$ cat src/rtl/signed_mult_seq.sv
// Sequential 5-bit (WIDTH) two's-complement multiplier: magnitude shift-add plus sign fix-up.
// Optional macro SIGNED_MULT_SEQ_EARLY_EXIT_EN ends CALC once no multiplier bits remain.
module signed_mult_seq #(
  parameter int unsigned WIDTH = 5
) (
  input  logic               clk,
  input  logic               rst,
  input  logic               start,
  input  logic [WIDTH-1:0]   Mcand,
  input  logic [WIDTH-1:0]   Mplier,
  output logic               busy,
  output logic               done,
  output logic [2*WIDTH-1:0] out
);

  localparam int unsigned CntW = (WIDTH > 1) ? $clog2(WIDTH) : 1;
  localparam logic [CntW-1:0] LastCnt = CntW'(WIDTH - 1);

  typedef enum logic [1:0] {StIdle, StCalc, StFix} state_e;

  state_e               state_q;
  logic [WIDTH-1:0]     mcand_q;
  logic [WIDTH-1:0]     mplier_q;
  logic                 sign_q;
  logic [2*WIDTH-1:0]   acc_q;
  logic [CntW-1:0]      cnt_q;

  logic [WIDTH-1:0]     mcand_abs;
  logic [WIDTH-1:0]     mplier_abs;
  logic [2*WIDTH-1:0]   partial;
  logic [2*WIDTH-1:0]   acc_next;
  logic                 last_step;

  // The most negative operand keeps its bit pattern, which reads as the correct unsigned magnitude.
  always_comb begin
    mcand_abs  = Mcand[WIDTH-1]  ? -Mcand  : Mcand;
    mplier_abs = Mplier[WIDTH-1] ? -Mplier : Mplier;
    partial    = {{WIDTH{1'b0}}, mcand_q} << cnt_q;
    acc_next   = mplier_q[0] ? (acc_q + partial) : acc_q;
  end

`ifdef SIGNED_MULT_SEQ_EARLY_EXIT_EN
  assign last_step = (cnt_q == LastCnt) || ((mplier_q >> 1) == '0);
`else
  assign last_step = (cnt_q == LastCnt);
`endif

  always_ff @(posedge clk) begin
    if (rst) begin
      state_q  <= StIdle;
      busy     <= 1'b0;
      done     <= 1'b0;
      out      <= '0;
      acc_q    <= '0;
      cnt_q    <= '0;
      mcand_q  <= '0;
      mplier_q <= '0;
      sign_q   <= 1'b0;
    end else begin
      done <= 1'b0;
      unique case (state_q)
        StIdle: begin
          if (start) begin
            mcand_q  <= mcand_abs;
            mplier_q <= mplier_abs;
            sign_q   <= Mcand[WIDTH-1] ^ Mplier[WIDTH-1];
            acc_q    <= '0;
            cnt_q    <= '0;
            busy     <= 1'b1;
            state_q  <= StCalc;
          end
        end
        StCalc: begin
          acc_q    <= acc_next;
          mplier_q <= mplier_q >> 1;
          cnt_q    <= cnt_q + CntW'(1);
          if (last_step) begin
            state_q <= StFix;
          end
        end
        StFix: begin
          // Negating a zero accumulator yields zero, so no special case is needed.
          out     <= sign_q ? -acc_q : acc_q;
          done    <= 1'b1;
          busy    <= 1'b0;
          state_q <= StIdle;
        end
        default: state_q <= StIdle;
      endcase
    end
  end

endmodule
$ cat config.mk
export PLATFORM = sky130hd
export DESIGN_NAME = signed_mult_seq
export DESIGN_NICKNAME = d
export VERILOG_FILES = /design/src/rtl/signed_mult_seq.sv
export SDC_FILE = /design/constraint.sdc
export NUM_CORES = 1
export LEC_CHECK = 0
export CORE_UTILIZATION = 61
export DETAILED_ROUTE_END_ITERATION = 10
export PLACE_DENSITY = 0.85
export SLEW_MARGIN = 10
export SYNTH_ARGS = -nofsm -noshare
export SYNTH_HDL_FRONTEND = slang
export SYNTH_SLANG_ARGS = --single-unit
$ cat constraint.sdc
create_clock -name clk -period 4.3 [get_ports clk]
set_clock_uncertainty 0.1 [all_clocks]
set_input_delay 0.43 -clock clk [delete_from_list [all_inputs] [get_ports clk]]
set_output_delay 0.43 -clock clk [all_outputs]
set_load 0.01 [all_outputs]
Word-level counts from Yosys, hierarchy flattened

Index checks and enable logic that the tools add are counted.

Register bits after elaboration: 38
Output and inout bits: 12
Word-level logic and storage cells: 46

Add/subtract/negate cells: 5
Equality and inequality tests: 6
Shift-type cells: 1
Multiplexer cells: 16
Bitwise gates (word level): 1
Reductions and logical operators: 8

Operators with widths:

| kind                                                            | count |
|---|---|
| 10-bit 2-to-1 mux                                               | 3 |
| 10-bit one-hot mux with 2 select lines                          | 1 |
| 5-bit 2-to-1 mux                                                | 3 |
| 10-bit adder                                                    | 1 |
| 10-bit negation                                                 | 1 |
| 5-bit negation                                                  | 2 |
| 5-bit one-hot mux with 2 select lines                           | 1 |
| 5-bit by 3-bit << shifter with 10-bit output                    | 1 |
| 2-bit AND reduction                                             | 4 |
| 2-bit inequality test, second input constant                    | 3 |
| 3-bit one-hot mux with 2 select lines                           | 1 |
| 2-bit 2-to-1 mux                                                | 2 |
| 2-bit one-hot mux with 2 select lines                           | 1 |
| 2-bit nonzero test                                              | 2 |
| 3-bit by 1-bit adder with 3-bit output, second input constant   | 1 |
| 3-bit == test, second input constant                            | 1 |
| 3-bit 2-to-1 mux                                                | 1 |
| 3-bit AND reduction                                             | 1 |
| 2-bit by 1-bit == test with 1-bit output, second input constant | 1 |
| 2-bit == test, second input constant                            | 1 |
| 2-bit logical NOT                                               | 1 |
| 1-bit 2-to-1 mux                                                | 2 |
| 1-bit one-hot mux with 2 select lines                           | 1 |
| 1-bit XOR                                                       | 1 |

Logic depth before layout (Yosys ltp)

Gate-level depths: netlist of the first run.

Word-level depth: 4
Gate-level depth with buffers: 13
Mapped depth without buffers: 12

Worst setup path after synthesis of the first run

Ideal clock, no wire load.

Path kind: reg-to-reg
From: register cnt_q[1]
To: register acc_q[9]
Arrival time: 2.378 ns
Required time: 4.083 ns
Slack: 1.705 ns
Stages on the path, launching flop included: 12
Buffers on the path: 1
Cell sequence: dfxtp_1 > buf_6 > mux2_4 > o21ai_0 > o22ai_1 > ha_1 > and2_1 > a41o_1 > o2111ai_1 > nand2_1 > xnor2_1 > a22o_1

Longest elaborated chain between the ends: 4

Ends and longest elaborated chain:

| what                                         | RTL line | RTL |
|---|---|---|
| start, declared                              | 26       | `logic [CntW-1:0] cnt_q;` |
| start signal, assigned                       | 76       | `cnt_q <= cnt_q + CntW'(1);` |
| 5-bit by 3-bit << shifter with 10-bit output | 38       | `partial = {{WIDTH{1'b0}}, mcand_q} << cnt_q;` |
| 10-bit adder                                 | 39       | `acc_next = mplier_q[0] ? (acc_q + partial) : acc_q;` |
| 10-bit 2-to-1 mux                            | 39       |  |
| 10-bit one-hot mux with 2 select lines       | 61       | `unique case (state_q)` |
| end signal, assigned                         | 74       | `acc_q <= acc_next;` |
| end, declared                                | 25       | `logic [2*WIDTH-1:0] acc_q;` |

Every way passes these cells. The select of a mux whose other input is x is not followed.
A chain may end at the register's enable or synchronous reset.

Worst setup path in the final report of the first run

Same ends and word-level chain as after synthesis.

==> results of run 1 <==
-- cell type report --
class / count / area (um2)
fill: 281 / 967.2
clock buffer: 5 / 68.82
tap: 48 / 60.06
inverter: 14 / 66.31
multi-input combinational: 224 / 1443
sequential: 38 / 760.7
timing repair buffer: 26 / 255.2
clock inverter: 3 / 40.04
-- metal layers --
layer / track usage (%) / wire length, um / part of all wire (%)
met5: 0 / 0 / 0
met2: 41.62 / 2266 / 45
met4: 11.65 / 129 / 2.6
met1: 34.14 / 2333 / 46
met3: 6.429 / 319 / 6.3
-- sequential cells by signal, summed over array words and instances, names as in the netlist --
name	count
busy	1
cnt_q	3
mplier_q	5
out	10
state_q	2
done	1
mcand_q	5
acc_q	10
sign_q	1
-- stage by stage --
step	power (mW)	setup slack (ns)	util, %	cell area, um2	hold WS (ns)
floorplan	0.4517	1.705	-	2332	0.3570
global placement	0.4835	1.521	70.61	2585	0.3425
detailed placement	0.4860	1.475	70.61	2585	0.3483
CTS	0.7760	1.451	73.58	2694	0.3585
global route	0.8066	1.285	73.58	2694	0.3906
finish	0.7759	1.415	73.58	2694	0.3562
-- final timing paths --
path                      endpoint  slack (ns)  cells after the start
max          acc_q[9]$_SDFFE_PP0P_        1.42                     10
min reg2reg    out[0]$_SDFFE_PP0P_        0.36                      2
min            out[0]$_SDFFE_PP0P_        0.36                      2
max reg2reg  acc_q[9]$_SDFFE_PP0P_        1.42                     10
-- critical path: cells and delay by family (launching register included) --
family,cells,cell delay [ns]
compound gates,5,1.03
simple gates,2,0.27
fa+ha+maj,1,0.36
mux,1,0.35
flops,1,0.53
xor+xnor,1,0.13
-- power by group through the flow --
stage | Combinational [mW] | Clock [mW] | Sequential (mW)
after detailed placement | 0.101 | 0 | 0.385
after global placement | 0.0993 | 0 | 0.384
after global routing | 0.115 | 0.313 | 0.378
after CTS | 0.102 | 0.297 | 0.376
after floorplan | 0.0757 | 0 | 0.376
final | 0.102 | 0.297 | 0.377
-- cells by family (layout without fill, tap and decap cells) --
logic type               after synthesis  count (layout)
flip-flops                            38              38
buffers and inverters                 28              48
AO/OA/AOI/OAI                         68              68
multiplexers                           9               9
adder cells (fa/ha/maj)               15              15
AND/OR/NAND/NOR                      111             111
XOR/XNOR                              21              21
-- cells in the mapped netlist, drive strengths merged (7+ instances only) --
cell and count:
a21oi 18, nand2 30, clkbuf 10, o31ai 7
mux2i 7, o21ai 8, dfxtp 38, xor2 11
inv 13, nor3 10, xnor2 10, nor2 47
ha 14, a211oi 13
==> impl_metrics.py, run 1 <==
metrics = {
    "synth": {
        "synth_top_cell_by_area": "dfxtp_1",
        "synth_mux_area_share_pct": 4.131,
        "synth_area_per_cell_um2": 8.042,
        "synth_top_family_by_area": "simple AND/OR/NAND/NOR gates",
        "synth_warnings": 0,
        "synth_cells": 290,
        "async_flop_share_pct": 0,
        "yosysTopAreaCellShare_pct": 32.62,
        "synth_compound_area_share_pct": 19.74,
        "ys_types": 48,
        "synthFlopType": "dfxtp_1",
        "syn_nets": 318,
        "synthXorXnorAreaFrac_pct": 8.208,
        "synth_seq_cells": 38,
        "synthSimpleGateAreaFrac_pct": 21.41,
        "synth_edf_count": 0,
        "netlist_area_um2": 2332,
        "seq_area_frac_synth_pct": 32.62,
        "synth_area_leaders": "dfxtp_1, ha_1, nor2_1",
        "synth_fa_ha_area_share_pct": 8.369,
    },
    "setup_path": {
        "r2r_start": "cnt_q[1]$_SDFFE_PP0P_",
        "critPathLaunch": "cnt_q[1]$_SDFFE_PP0P_",
        "max_stage_delay_ns": 0.53,
        "crit_chain": "mux2_4 -> o21ai_0 -> o22ai_1 -> ha_1 -> and2_1 -> a41o_1 -> o2111ai_1 -> nand2_1 -> xnor2_1 -> a22o_1",
        "cp_slowest_cell": "dfxtp_1",
        "end_kind": "flip-flop",
        "crit_type": "reg -> reg",
        "arrival_ns": 2.97,
        "cp_data_required_time_ns": 4.39,
        "cp_max_fo": 10,
        "cp-start-kind": "flip-flop",
    },
    "floorplan": {
        "pin_count": 25,
        "core_area_um2": 3661,
        "start_util_pct": 63.70,
        "std_cell_rows": 22,
        "die-width_um": 63.84,
        "dieArea_um2": 4075,
        "die_h_um": 63.84,
    },
    "detailed_routing": {
        "wirelength_um": 5049,
        "routedWlPerCell_um": 14.10,
        "ant_nets": 0,
        "drc": 0,
        "drt_pass1_iterations": 4,
        "vias": 2072,
        "drt_iter0_markers": 220,
        "routed_via_density": 5.788,
    },
    "grt": {
        "grt-ovfl-total": 0,
        "grt_usage_pct": 26.47,
        "grt_pass1_wl_um": 8390,
        "antenna_found_initial": 0,
        "grt_pass1_vias": 1886,
        "grt_max_degree": 39,
    },
    "sta": {
        "slew_violations": 0,
        "period_share_pct": 67.09,
        "clock.fmax_ghz": 0.3466,
        "layout_min_cycle_time_ns": 2.885,
        "setup_viol": 0,
        "final_hold_viol_count": 0,
        "tightest_slew_ns": 1.078,
        "slew-limit-headroom_pct": 27.98,
        "rsz0062_at_grt": "no",
        "fin_setup_tns_ns": 0,
    },
    "power_and_ir_drop": {
        "p_sw_uw": 196.6,
        "power_density_nw_per_um2": 288.0,
        "peakVddDrop_mv": 0.1815,
        "seqPwrFrac_pct": 48.5,
        "clockPowerShare_pct": 38.2,
        "leakage_nw": 1.069,
        "power_switching_share_pct": 25.34,
        "combPwrFrac_pct": 13.2,
        "internal-power_uw": 579.2,
    },
    "cells_and_area": {
        "drive_gt1_share_pct": 5.806,
        "nets": 337,
        "final_common_cell": "nor2_1",
        "final_cell_mix": "nor2_1, dfxtp_1, nand2_1, clkdlybuf4s50_1, a21oi_1",
        "layout.cells.non_filler": 358,
        "area_growth_pct": 15.50,
        "diodes": 0,
    },
    "flow_run": {
        "drv_cap": 0,
    },
    "cts": {
        "cts_buffer_depth": 2,
        "post_cts_buffers": 0,
        "clock_sinks": 38,
        "path_clk_slew_ns": 0.08,
        "cts_tree": "built",
        "worstSkewPairLatency_ns": 0.29,
        "postCtsHoldBufs": 0,
        "numCtsBuffers": 5,
        "root_buffer": "clkbuf_8",
        "cts_resized": 0,
        "cts.htree.levels": 2,
    },
    "hold_path": {
        "min_path_type": "reg -> reg",
        "hold_start": "out[0]$_SDFFE_PP0P_",
    },
    "place": {
        "globalplace.congestion": 0.9040,
        "portBuffers": 24,
        "dpl.hpwl_um": 3749,
        "place_inst": 350,
    },
    "status": {
        "status": "complete, no violations",
    },
}
Note: power is estimated with default switching activity, not from simulation.
==> inputs of run 2 (changes only) <==
--- a/config.mk
+++ b/config.mk
@@ -5,9 +5,9 @@
 export SDC_FILE = /design/constraint.sdc
 export NUM_CORES = 1
 export LEC_CHECK = 0
-export CORE_UTILIZATION = 61
+export CORE_UTILIZATION = 51
 export DETAILED_ROUTE_END_ITERATION = 10
-export PLACE_DENSITY = 0.85
+export PLACE_DENSITY = 0.76
 export SLEW_MARGIN = 10
 export SYNTH_ARGS = -nofsm -noshare
 export SYNTH_HDL_FRONTEND = slang
==> constraint.sdc (replaced) <==
create_clock -name clk -period 2.36 [get_ports clk]
set_clock_uncertainty 0.1 [all_clocks]
set_input_delay 0.236 -clock clk [delete_from_list [all_inputs] [get_ports clk]]
set_output_delay 0.236 -clock clk [all_outputs]
set_load 0.01 [all_outputs]
==> run 2 against run 1 <==
  * The flow now finishes with violations (setup timing)
  * Combinational power increased by 140%
  * Final cell count rose by 9.8%
  * Largest cell class unchanged
  * Register-to-register slack worse by 1.5 ns
==> impl_metrics.py, run 2 (synthesis gave the netlist of run 1 again) <==
metrics = {
    "sta": {
        "slew_violations": 0,
        "final_hold_viol_count": 0,
        "setup_viol": 3,
        "rsz0062_at_grt": "yes",
        "final.setup.worst_slack_ns": -0.1046,
        "clock.fmax_ghz": 0.4057,
        "layout_min_cycle_time_ns": 2.465,
        "slew-limit-headroom_pct": 63.73,
        "tightest_slew_ns": 0.5429,
        "whs_ns": 0.3627,
        "period_share_pct": 104.4,
    },
    "setup_path": {
        "arrival_ns": 2.56,
        "crit_type": "reg -> reg",
        "cp_data_required_time_ns": 2.45,
        "r2r_cells": 10,
        "r2r_start": "cnt_q[1]$_SDFFE_PP0P_",
        "ff2ff_setup_slack_ns": -0.10,
        "max_stage_delay_ns": 0.38,
        "end_kind": "flip-flop",
        "cp-start-kind": "flip-flop",
        "rr_endpoint": "acc_q[9]$_SDFFE_PP0P_",
        "crit_chain": "buf_4 -> or3_4 -> inv_1 -> ha_1 -> a21o_1 -> a41o_1 -> o2111ai_1 -> nand2_1 -> xnor2_1 -> a22o_1",
        "cp_max_fo": 5,
        "cp_slowest_cell": "or3_4",
    },
    "floorplan": {
        "start_util_pct": 53.20,
        "pin_count": 25,
        "die-width_um": 69.63,
        "dieArea_um2": 4848,
        "die_h_um": 69.63,
        "std_cell_rows": 24,
        "core_area_um2": 4384,
    },
    "power_and_ir_drop": {
        "combPwrFrac_pct": 17.1,
        "peakVddDrop_mv": 0.3326,
        "power_density_nw_per_um2": 462.5,
        "leakage_nw": 1.231,
        "power_switching_share_pct": 27.78,
        "clockPowerShare_pct": 34.1,
        "seqPwrFrac_pct": 48.8,
        "internal-power_mw": 1.014,
        "p_sw_uw": 389.8,
        "power.total_mw": 1.403,
    },
    "cts": {
        "path_clk_slew_ns": 0.08,
        "postCtsHoldBufs": 0,
        "root_buffer": "clkbuf_8",
        "numCtsBuffers": 5,
        "cts_tree": "built",
        "clock_sinks": 38,
        "cts_buffer_depth": 2,
        "worstSkewPairLatency_ns": 0.30,
        "cts.htree.levels": 2,
    },
    "place": {
        "dpl.hpwl_um": 4116,
        "globalplace.congestion": 0.8720,
        "portBuffers": 24,
        "placed_cell_area_um2": 2805,
    },
    "detailed_routing": {
        "drc": 0,
        "routedWlPerCell_um": 14.06,
        "drt_iter0_markers": 109,
        "routed_via_density": 5.613,
        "vias": 2206,
        "drt_pass1_iterations": 5,
        "wirelength_um": 5524,
        "ant_nets": 0,
    },
    "flow_run": {
        "drv_cap": 0,
    },
    "grt": {
        "grt_pass1_vias": 2042,
        "grt_max_degree": 19,
        "grt_pass1_wl_um": 9121,
        "antenna_found_initial": 0,
        "grt-ovfl-total": 0,
        "grt_usage_pct": 23.74,
    },
    "hold_path": {
        "hold-path-endpoint": "out[0]$_SDFFE_PP0P_",
        "min_path_type": "reg -> reg",
        "whs_path_depth": 2,
        "hold_start": "out[0]$_SDFFE_PP0P_",
    },
    "cells_and_area": {
        "diodes": 0,
        "final_common_cell": "nor2_1",
        "stdcell_area_um2": 3034,
        "area_growth_pct": 30.10,
        "fin_util_pct": 69.21,
        "top_regs": "acc_q: 10 flops, out: 10 flops",
        "final_cell_mix": "nor2_1, dfxtp_1, buf_4, nand2_1, clkdlybuf4s50_1",
        "nets": 368,
        "drive_gt1_share_pct": 21.11,
    },
    "status": {
        "violations": "setup timing",
        "status": "finished with violations",
    },
}
## run 2: changes by cell type in the layout (fill, tap and decap cells not counted), moves of 3 or more
cell	change
buf_4	+31
ha_1	-3
dfxtp_1	-3
a21oi_2	+3
a21oi_1	-4
## run 2: how the worst max path moves through the flow
stage / start / to / cells after the start
CTS: cnt_q[1]$_SDFFE_PP0P_ / acc_q[9]$_SDFFE_PP0P_ / 10
floorplan: cnt_q[1]$_SDFFE_PP0P_ / acc_q[9]$_SDFFE_PP0P_ / 11
detailed placement: cnt_q[1]$_SDFFE_PP0P_ / acc_q[7]$_SDFFE_PP0P_ / 10
global placement: cnt_q[1]$_SDFFE_PP0P_ / acc_q[9]$_SDFFE_PP0P_ / 10
global route: cnt_q[1]$_SDFFE_PP0P_ / acc_q[9]$_SDFFE_PP0P_ / 10
finish: cnt_q[1]$_SDFFE_PP0P_ / acc_q[9]$_SDFFE_PP0P_ / 10
## run 2: layer usage
metal	GRT usage, %	up-vias	wire length [um]
met3	3.924	15	215
met5	0	-	0
met2	41.75	61	2821
met1	27.61	1012	2332
met4	12.22	0	155
li1	-	1118	-
## run 2: stage by stage
stage / instances / worst slack [ns] / setup TNS (ns)
final: 393 / -0.1046 / -0.1441
after global routing: 393 / -0.1842 / -0.4736
after floorplan: 290 / -0.09870 / -0.1943
after global placement: 382 / -0.1027 / -0.2009
after detailed placement: 382 / -0.1154 / -0.2576
after CTS: 391 / -0.08219 / -0.1152
## run 2: power by group through the flow
stage / registers, mW / clock network, mW / logic (mW)
floorplan: 0.685 / 0 / 0.140
global placement: 0.696 / 0 / 0.210
detailed placement: 0.698 / 0 / 0.216
CTS: 0.683 / 0.484 / 0.221
global route: 0.688 / 0.516 / 0.263
finish: 0.685 / 0.479 / 0.240
## run 2: timing repair
| item | 4_1_cts | 5_1_grt |
|---|---|---|
| pin swaps | 5 | 10 |
| hold endpoints to repair | 0 | 0 |
| gates resized for setup | 6 | 18 |
| setup endpoints to repair | 5 | 7 |
| buffers inserted | 1 | 2 |
## run 2: cell type report
type | instances | area [um2]
sequential | 38 | 767.0
clock inverter | 2 | 12.51
timing repair buffer | 57 | 488.0
tap | 52 | 65.06
clock buffer | 6 | 82.58
fill | 376 | 1350
inverter | 14 | 66.31
multi-input combinational | 224 | 1553
## run 2: critical path, delay by kind of cell, from the launching register on
kind / cells / cell delay, ns
compound gates: 4 / 0.84
simple gates: 2 / 0.47
flops: 1 / 0.37
fa+ha+maj: 1 / 0.23
buf+inv: 2 / 0.22
xor+xnor: 1 / 0.13
==> inputs of run 3 (changes only) <==
--- a/config.mk
+++ b/config.mk
@@ -5,9 +5,9 @@
 export SDC_FILE = /design/constraint.sdc
 export NUM_CORES = 1
 export LEC_CHECK = 0
-export CORE_UTILIZATION = 51
+export CORE_UTILIZATION = 28
 export DETAILED_ROUTE_END_ITERATION = 10
-export PLACE_DENSITY = 0.76
+export PLACE_DENSITY = 0.56
 export SLEW_MARGIN = 10
 export SYNTH_ARGS = -nofsm -noshare
 export SYNTH_HDL_FRONTEND = slang
==> run 3 against run 2 <==
  * The flow still finishes with violations (setup timing)
  * Critical path depth increased by 2
  * First-iteration DRC count rose by 11%
  * Critical path type unchanged
  * Wire length increased by 3.1%
  * Clock power down 2%
  * Critical endpoint unchanged
  * Via count is 3.6% lower
==> impl_metrics.py, run 3 (synthesis gave the netlist of run 1 again) <==
metrics = {
    "setup_path": {
        "cp-endpoint": "acc_q[9]$_SDFFE_PP0P_",
        "cp_data_required_time_ns": 2.44,
        "arrival_ns": 2.54,
        "cp_max_fo": 5,
        "ff2ff_setup_slack_ns": -0.1,
        "end_kind": "flip-flop",
        "r2r_cells": 12,
        "cp-start-kind": "flip-flop",
        "rr_endpoint": "acc_q[9]$_SDFFE_PP0P_",
        "critPathLaunch": "cnt_q[1]$_SDFFE_PP0P_",
        "crit_type": "reg -> reg",
        "r2r_start": "cnt_q[1]$_SDFFE_PP0P_",
    },
    "power_and_ir_drop": {
        "combPwrFrac_pct": 17.6,
        "power_switching_share_pct": 27.28,
        "power_density_nw_per_um2": 440.7,
        "seqPwrFrac_pct": 48.8,
        "peakVddDrop_mv": 0.2130,
        "leakage_nw": 1.243,
        "p_sw_uw": 382.4,
        "internal-power_mw": 1.019,
        "clockPowerShare_pct": 33.6,
    },
    "grt": {
        "busiest_layer": "met2",
        "grt_use_met2_pct": 24.14,
        "met3_usage_pct": 2.683,
        "antenna_found_initial": 0,
        "grt-ovfl-total": 0,
        "grt_max_degree": 28,
        "grt_pass1_wl_um": 9625,
        "use_met1_pct": 17.74,
        "grt_usage_pct": 13.90,
        "grt_pass1_vias": 2083,
    },
    "cts": {
        "cts_tree": "built",
        "clock_sinks": 38,
        "cts.htree.levels": 2,
        "cts_buffer_depth": 2,
        "worstSkewPairLatency_ns": 0.29,
        "postCtsHoldBufs": 0,
        "root_buffer": "clkbuf_8",
        "path_clk_slew_ns": 0.08,
        "numCtsBuffers": 5,
    },
    "sta": {
        "clock.fmax_ghz": 0.4072,
        "slew_violations": 0,
        "final_hold_viol_count": 0,
        "tightest_slew_ns": 0.4316,
        "setup_viol": 3,
        "final.setup.worst_slack_ns": -0.09597,
        "rsz0062_at_grt": "yes",
        "fin_setup_tns_ns": -0.1880,
        "period_share_pct": 104.1,
        "whs_ns": 0.3685,
        "slew-limit-headroom_pct": 71.19,
        "layout_min_cycle_time_ns": 2.456,
    },
    "detailed_routing": {
        "routedWlPerCell_um": 12.80,
        "drt_pass1_iterations": 4,
        "wirelength_um": 5697,
        "ant_nets": 0,
        "routed_via_density": 4.780,
        "drc": 0,
        "vias": 2127,
        "drt_iter0_markers": 121,
    },
    "hold_path": {
        "min_path_type": "reg -> reg",
    },
    "cells_and_area": {
        "layout.cells.non_filler": 445,
        "final_cell_mix": "nor2_1, dfxtp_1, buf_4, nand2_1, clkdlybuf4s50_1",
        "area_growth_pct": 36.37,
        "diodes": 0,
        "top_regs": "acc_q: 10 flops, out: 10 flops",
        "fill_cells": 796,
        "drive_gt1_share_pct": 23.91,
        "nets": 370,
        "final_common_cell": "nor2_1",
    },
    "floorplan": {
        "die-width_um": 93.27,
        "pin_count": 25,
        "dieArea_um2": 8698,
        "start_util_pct": 29.57,
        "die_h_um": 93.27,
        "std_cell_rows": 32,
        "core_area_um2": 7888,
    },
    "place": {
        "portBuffers": 24,
        "place_inst": 432,
        "dpl.hpwl_um": 4257,
        "globalplace.congestion": 0.8935,
    },
    "status": {
        "status": "finished with violations",
        "violations": "setup timing",
    },
    "flow_run": {
        "drv_cap": 0,
    },
}
==> run 3: cell type report <==
type                    count  area, um2  area share (%)
multi-input cells         224       1608           50.55
flip-flops and latches     38      769.5           24.19
repair buffers             59      514.2           16.17
well taps                 102      127.6           4.013
clock buffers               6      82.58           2.596
inverters                  14      66.31           2.085
clock inverters             2      12.51          0.3934
==> run 3: routing by layer <==
layer,vias to the layer above,share of wire [%]
met1,977,47
met2,27,50
met5,-,0
met4,0,1.0
li1,1119,-
met3,4,2.5
==> run 3: through the flow <==
stage	power [mW]	setup WS (ns)	cell area, um2	utilization [%]
detailed placement	0.9130	-0.1447	2868	36.36
global route	1.484	-0.1974	3181	40.32
global placement	0.9105	-0.1181	2868	36.36
finish	1.402	-0.09597	3181	40.32
CTS	1.390	-0.06926	2997	37.99
floorplan	0.8252	-0.09870	2340	-
==> run 3: how the worst min path moves through the flow <==
stage | startpoint | to | cells past startpoint
2_1_floorplan | Mcand[0] | mcand_q[0]$_SDFFE_PP0P_ | 2
3_3_place_gp | out[0]$_SDFFE_PP0P_ | out[0]$_SDFFE_PP0P_ | 2
3_5_place_dp | busy$_SDFFE_PP0P_ | busy$_SDFFE_PP0P_ | 2
4_1_cts | out[0]$_SDFFE_PP0P_ | out[0]$_SDFFE_PP0P_ | 2
5_1_grt | out[0]$_SDFFE_PP0P_ | out[0]$_SDFFE_PP0P_ | 2
6_report | busy$_SDFFE_PP0P_ | busy$_SDFFE_PP0P_ | 2
==> run 3: power by group through the flow <==
stage                     registers [mW]  logic (mW)  clock network (mW)
final                              0.684       0.247               0.471
after global routing               0.689       0.276               0.519
after CTS                          0.683       0.220               0.488
after detailed placement           0.698       0.215                   0
after global placement             0.698       0.213                   0
after floorplan                    0.685       0.140                   0
==> run 3: critical path: stages, from the launching register on <==
cell and delay, ns:
dfxtp_4 0.37, buf_4 0.14, inv_1 0.07, buf_4 0.12, nand2_1 0.12, o22ai_2 0.21, ha_4 0.24, and2_4 0.15
a41o_1 0.26, o2111ai_2 0.16, nand2_1 0.08, xnor2_1 0.13, a22o_1 0.20
==> run 3: what timing repair did <==
action                                  CTS  global route
buffers inserted                          2             3
pin swaps                                 3            17
resized for setup                         6            33
endpoints found under the setup margin    4             6
